$ cat src/rtl/serial_subtractor.sv
// Bit-serial unsigned subtractor, D = A - B, LSB first, one bit per CLKIN.
// A single registered borrow flop carries between bit slices.
//
// state    | meaning
// ---------+-------------------------------------------------------------
// ST_IDLE  | waiting for START; the last result is held on D/BOUT/Z
// ST_SHIFT | WIDTH cycles, one difference bit produced per cycle
// ST_DONE  | one-cycle DONE pulse; the new result is valid on D/BOUT/Z
module serial_subtractor #(
  parameter int WIDTH = 8
) (
  input  logic             CLKIN,
  input  logic             RESET,
  input  logic             START,
  input  logic [WIDTH-1:0] A,
  input  logic [WIDTH-1:0] B,
  output logic             BUSY,
  output logic             DONE,
  output logic [WIDTH-1:0] D,
  output logic             BOUT,
  output logic             Z
);

  localparam int CW = (WIDTH > 2) ? $clog2(WIDTH) : 1;
  localparam logic [CW-1:0] LAST = CW'(WIDTH - 1);

  typedef enum logic [1:0] {
    ST_IDLE  = 2'd0,
    ST_SHIFT = 2'd1,
    ST_DONE  = 2'd2
  } state_t;

  state_t           r_state;
  state_t           w_state_next;
  logic [WIDTH-1:0] r_sa;
  logic [WIDTH-1:0] r_sb;
  logic [WIDTH-1:0] r_res;
  logic             r_bw;
  logic [CW-1:0]    r_count;
  logic [WIDTH-1:0] r_d;
  logic             r_bout;
  logic             r_z;

  logic             w_a;
  logic             w_b;
  logic             w_d;
  logic             w_bw_next;
  logic             w_last;
  logic [WIDTH-1:0] w_res_next;

  // Full-subtractor slice on the current LSBs and the borrow flop
  always_comb begin
    w_a        = r_sa[0];
    w_b        = r_sb[0];
    w_d        = w_a ^ w_b ^ r_bw;
    w_bw_next  = (~w_a & w_b) | (~(w_a ^ w_b) & r_bw);
    w_res_next = {w_d, r_res[WIDTH-1:1]};
    w_last     = (r_state == ST_SHIFT) && (r_count == LAST);
  end

  // State register
  always_ff @(posedge CLKIN) begin
    if (RESET) r_state <= ST_IDLE;
    else       r_state <= w_state_next;
  end

  // Next-state decode
  always_comb begin
    w_state_next = r_state;
    case (r_state)
      ST_IDLE:  if (START) w_state_next = ST_SHIFT;
      ST_SHIFT: if (r_count == LAST) w_state_next = ST_DONE;
      ST_DONE:  w_state_next = ST_IDLE;
      default:  w_state_next = ST_IDLE;
    endcase
  end

  // Operand capture, shifting, borrow flop and bit counter
  always_ff @(posedge CLKIN) begin
    if (RESET) begin
      r_sa    <= '0;
      r_sb    <= '0;
      r_res   <= '0;
      r_bw    <= 1'b0;
      r_count <= '0;
    end else if (r_state == ST_IDLE && START) begin
      r_sa    <= A;
      r_sb    <= B;
      r_res   <= '0;
      r_bw    <= 1'b0;
      r_count <= '0;
    end else if (r_state == ST_SHIFT) begin
      r_sa    <= {1'b0, r_sa[WIDTH-1:1]};
      r_sb    <= {1'b0, r_sb[WIDTH-1:1]};
      r_res   <= w_res_next;
      r_bw    <= w_bw_next;
      r_count <= r_count + 1'b1;
    end
  end

  // Result registers load on the final slice so they are valid during DONE
  // and never show a partial difference
  always_ff @(posedge CLKIN) begin
    if (RESET) begin
      r_d    <= '0;
      r_bout <= 1'b0;
      r_z    <= 1'b1;
    end else if (w_last) begin
      r_d    <= w_res_next;
      r_bout <= w_bw_next;
      r_z    <= (w_res_next == '0);
    end
  end

  // Status outputs decode the state register only
  always_comb begin
    BUSY = (r_state != ST_IDLE);
    DONE = (r_state == ST_DONE);
    D    = r_d;
    BOUT = r_bout;
    Z    = r_z;
  end

endmodule

$ cat config.mk
export PLATFORM = sky130hd
export DESIGN_NAME = serial_subtractor
export DESIGN_NICKNAME = d
export VERILOG_FILES = /design/src/rtl/serial_subtractor.sv
export SDC_FILE = /design/constraint.sdc
export NUM_CORES = 1
export LEC_CHECK = 0
export BUFFER_PORTS_ARGS = -buffer_cell sky130_fd_sc_hd__buf_2
export CAP_MARGIN = 20
export CORE_UTILIZATION = 45
export DETAILED_ROUTE_END_ITERATION = 7
export GPL_TIMING_DRIVEN = 0
export PLACE_DENSITY = 0.67
export SYNTH_ARGS = -nofsm -noshare
export SYNTH_HDL_FRONTEND = slang
export SYNTH_SLANG_ARGS = --single-unit
$ cat constraint.sdc
create_clock -name CLKIN -period 2.4 [get_ports CLKIN]
set_input_delay 0.6 -clock CLKIN [delete_from_list [all_inputs] [get_ports CLKIN]]
set_output_delay 0.6 -clock CLKIN [all_outputs]
set_load 0.005 [all_outputs]
== Word level (Yosys, flattened, before mapping) ==
Cells that the tools add are included.

* Bits in registers: 40
* Input port bits: 19
* Output and inout bits: 12
* Word-level logic and storage cells: 37

* Multiplexer cells: 7
* Bitwise logic cells: 7
* $add $sub $neg: 1
* Equality and inequality tests: 5
* Reduce and logical (&&, ||, !) cells: 8

{| class="wikitable"
|+ Operators by type and width
! kind !! number
|-
| $mux W8 || 4
|-
| $logic_not A8 Y1 || 1
|-
| $mux W2 || 2
|-
| $ne A2 B2 Y1 const B || 2
|-
| $pmux W2 S2 || 1
|-
| $reduce_bool A2 Y1 || 2
|-
| $add A3 B1 Y3 const B || 1
|-
| $eq A3 B3 Y1 const B || 1
|-
| $and A1 B1 Y1 || 2
|-
| $eq A2 B1 Y1 const B || 1
|-
| $eq A2 B2 Y1 const B || 1
|-
| $logic_and A1 B1 Y1 || 2
|-
| $logic_not A2 Y1 || 1
|-
| $not A1 Y1 || 2
|-
| $reduce_and A2 Y1 || 1
|-
| $reduce_or A2 Y1 || 1
|-
| $xor A1 B1 Y1 || 2
|-
| $or A1 B1 Y1 || 1
|}

== Logic depth before layout (Yosys ltp) ==
* Depth after elaboration: 4
* Mapped depth: 6

== Least setup slack after synthesis ==
No wires, ideal clock.

* Kind: input-to-reg
* Start point: in START
* End point: reg r_sa[7]
* Slack: 0.935 ns
* Stages on the path: 5
* Library setup time: 0.132 ns
* Arrival: 1.333 ns
* Buffers on the path: 2
* Path through: or3b_1 -> buf_2 -> buf_6 -> nand3_1 -> a21oi_1

* Longest elaborated chain between the ends: 2

{| class="wikitable"
|+ RTL lines
! what !! RTL line !! source
|-
| start: declaration || 14 || <nowiki>input logic START,</nowiki>
|-
| $logic_and A1 B1 Y1 * || 86 || <nowiki>end else if (r_state == ST_IDLE && START) begin</nowiki>
|-
| $mux W8 / $reduce_bool A2 Y1 (equally long branches) || - ||
|-
| end signal: assignment || 93 || <nowiki>r_sa <= {1'b0, r_sa[WIDTH-1:1]};</nowiki>
|-
| end: declaration || 35 || <nowiki>logic [WIDTH-1:0] r_sa;</nowiki>
|}

Mark *: on every way between the ends. The rest lies on a longest branch, timed or not.
A chain may end at the register's enable or synchronous reset.

== Final worst setup path ==
* Start point: reg r_state[1]
* End point: out BUSY

* Longest elaborated chain between the ends: 1

{| class="wikitable"
|+ RTL lines
! what !! RTL line !! source
|-
| start: declaration || 33 || <nowiki>state_t r_state;</nowiki>
|-
| start signal: assignment || 64 || <nowiki>else r_state <= w_state_next;</nowiki>
|-
| $reduce_bool A2 Y1 || 117 || <nowiki>BUSY = (r_state != ST_IDLE);</nowiki>
|-
| end: declaration || 17 || <nowiki>output logic BUSY,</nowiki>
|}

Every way passes these cells.

==> impl_metrics.env <==
export IMPL_outcome="complete, no violations"
export IMPL_rr_endpoint="r_sa[5]$_SDFFE_PP0P_"
export IMPL_postSynth_asyncResetShare_pct=0
export IMPL_min_delay_start="r_sa[3]$_SDFFE_PP0P_"
export IMPL_design_die_area_mm2=0.00383
export IMPL_die_w_um=61.9
export IMPL_first_global_vias=1211
export IMPL_clk_pin_slew_ns=0.12
export IMPL_cts_made_buffers=5
export IMPL_antenna_found_initial=0
export IMPL_r2r_worst_path_cells=5
export IMPL_cts_resized_gates=0
export IMPL_synth_enable_flop_cells=0
export IMPL_maxCapViolCount=0
export IMPL_clock_skew_final_ns=0.0159
export IMPL_power_density_cell_area_mw_per_mm2=627
export IMPL_min_delay_worst_endpoint="r_sa[2]$_SDFFE_PP0P_"
export IMPL_net_sw_power_mw=0.322
export IMPL_vias_per_cell=5.14
export IMPL_worstSetupPathType="flip-flop to output port"
export IMPL_worstSetupStartpointType="flip-flop"
export IMPL_swShare_pct=27.3
export IMPL_wl_per_cell_um=11.9
export IMPL_pwr_share_seq_pct=58.8
export IMPL_maximum_fanout_encountered_on_the_critical_timing_path=10
export IMPL_cts_root_to_sink_buffers=2
export IMPL_routability_cong=0.776
export IMPL_routed_via_count=1455
export IMPL_drt_iter0_drc=56
export IMPL_finalHoldViolCount=0
export IMPL_place_hpwl_um=2320
export IMPL_count_of_hold_buffers_inserted_by_post_cts_repair=0
export IMPL_post_route_period_util_pct=78.1
export IMPL_hold_path_class="flip-flop to flip-flop"
export IMPL_utilization_pct=55.4
export IMPL_timing_fmax_mhz=533
export IMPL_antenna_violating_nets_post_route=0
export IMPL_finalSetupTns_ns=0
export IMPL_regToRegSetupSlack_ns=0.93
export IMPL_crit_path_end_kind="output port"
export IMPL_post_synth_num_cell_types=26
export IMPL_p_leak_nw=0.748
export IMPL_internal_power_mw=0.855
export IMPL_globalRouteOverflowTotal=0
export IMPL_fill_cells=348
export IMPL_clock_root_buffer="clkbuf_4"
export IMPL_power_mw=1.18
export IMPL_synth_area_per_cell_um2=8.12
export IMPL_slew_headroom_pct=66.6
export IMPL_global_route_wire_length_before_repair_um=5510
export IMPL_postCtsSetupBuffers=0
export IMPL_drcViolationCount=0
export IMPL_ys_flop_type="dfxtp_1"
export IMPL_timing_final_crit_period_ns=1.87
export IMPL_final_slew_violations=0
export IMPL_dp_slack_ns=0.604
export IMPL_totalWireLength_um=3360
export IMPL_ys_warnings_count=0
export IMPL_regToRegStartpoint="r_state[1]$_SDFFE_PP0P_"
export IMPL_floorplan_die_height_um=61.9
export IMPL_pin_count_of_the_biggest_net_entering_global_routing=13
export IMPL_ioPinCount=31
export IMPL_synth_seq_cells=39
export IMPL_drive_gt1_share_pct=22.4
export IMPL_clk_insertion_delay_late_ns=0.36
export IMPL_postLayoutSetupSlackWorst_ns=0.525
export IMPL_crit_arrival_ns=1.27
export IMPL_first_pass_iters=4
export IMPL_postSynthNetCount=221
export IMPL_required_ns=1.80
export IMPL_h_tree_depth=2
export IMPL_fin_worst_hold_slack_ns=0.459
export IMPL_core_box_area_mm2=0.00339
export IMPL_part_of_the_yosys_area_used_for_sequential_elements_pct=48.3
export IMPL_irDropWorstVdd_mv=0.324
export IMPL_tritoncts="built"
export IMPL_globalRouteTotalUtil_pct=20.3
export IMPL_power_combinational_fraction_pct=13.3
export IMPL_clock_sinks=39
export IMPL_synth_area_mm2=0.00162
export IMPL_n_antenna_cell=0
export IMPL_layout_area_overhead_vs_synth_pct=16.2
export IMPL_floorplan_initialDensity_pct=47.7
export IMPL_setup_viol=0
export IMPL_whs_path_depth=2
export IMPL_p_clk_share_pct=27.9
export IMPL_rsz_0062_raised_after_global_routing="no"
export IMPL_netlist_instances=199
export IMPL_nNetsFinal=258
export IMPL_row_count=21
export IMPL_worst_slew_pin_slew_ns=0.501
export IMPL_port_buffers=30
cells in the mapped netlist, types with 3 or more instances:
cell type  count  area [um^2]
buf_2          8         40.0
clkbuf_1       4         15.0
nand2_1       50          188
a211oi_1      13         97.6
a21oi_1       35          175
inv_1          3         11.3
dfxtp_1       39          781
nor2_1        21         78.8
nand3_1        3         15.0
per-layer routing:
layer  vias to the layer above  track usage (%)  wire (um)  part of all wire (%)
met5                         -                0          0                     0
met4                         0             8.57         61                   1.8
met3                         7             6.21        135                   4.0
met2                        26             30.0       1470                    44
met1                       675             27.6       1700                    50
li1                        747                -          -                     -
metrics by stage:
stage / cells / cell area (um^2)
after global routing: 283 / 1880
after global placement: 275 / 1820
after CTS: 283 / 1880
after floorplan: 199 / 1620
final: 283 / 1880
after detailed placement: 275 / 1820
cell families (layout without fill, tap and decap cells):
logic type / count (synthesis) / after routing / share of synthesized area, %
simple gates: 85 / 85 / 22.5
buf+inv: 19 / 57 / 6.20
flops: 39 / 39 / 48.3
xor+xnor: 1 / 1 / 0.542
fa+ha+maj: 3 / 3 / 2.79
compound gates: 52 / 52 / 19.7
worst max-delay path by stage:
stage	start	to	cells past startpoint
2_1_floorplan	START	r_sa[7]$_SDFFE_PP0P_	5
3_3_place_gp	RESET	r_sa[5]$_SDFFE_PP0P_	4
3_5_place_dp	RESET	r_state[1]$_SDFFE_PP0P_	4
4_1_cts	r_state[1]$_SDFFE_PP0P_	BUSY	3
5_1_grt	r_state[1]$_SDFFE_PP0P_	BUSY	3
6_report	r_state[1]$_SDFFE_PP0P_	BUSY	3
state kept, by name (all words and copies together) (netlist names):
| name | count |
|---|---|
| D | 8 |
| r_sa | 8 |
| r_sb | 8 |
| r_res | 7 |
| r_count | 3 |
| r_state | 2 |
| BOUT | 1 |
| Z | 1 |
| r_bw | 1 |
layout by cell type, fill, tap and decap left out, drive strengths merged:
cell      synthesis  layout
a211oi           13      13
a21oi            35      35
a311oi            1       1
and3b             1       1
buf              12      42
clkbuf            4      10
clkinv            0       1
clkinvlp          0       1
dfxtp            39      39
fa                1       1
ha                2       2
inv               3       3
nand2            50      50
nand2b            2       2
nand3             3       3
nand3b            1       1
nor2             21      21
nor2b             2       2
nor3b             1       1
nor4              2       2
o21a              1       1
o221a             2       2
or2               1       1
or3b              1       1
xnor2             1       1
power groups by stage:
stage | Combinational [mW] | Sequential, mW | Clock, mW
5_1_grt | 0.177 | 0.696 | 0.369
6_report | 0.156 | 0.692 | 0.329
4_1_cts | 0.158 | 0.692 | 0.337
3_3_place_gp | 0.156 | 0.706 | 0
3_5_place_dp | 0.156 | 0.706 | 0
2_1_floorplan | 0.111 | 0.703 | 0
layout make-up:
class	count	area [um^2]	area share, %
clock inverters	2	12.5	0.667
multi-input cells	141	734	39.1
repair buffers	30	150	8.00
well taps	46	57.6	3.07
clock buffers	6	41.3	2.20
inverters	3	11.3	0.600
flip-flops and latches	39	781	41.6
plain buffers	16	88.8	4.73
critical path, cell delays in order, from the launching register on:
cell     delay, ns
dfxtp_1       0.34
buf_2         0.18
or2_2         0.28
buf_2         0.13
Power figures use the tool's default switching activity.
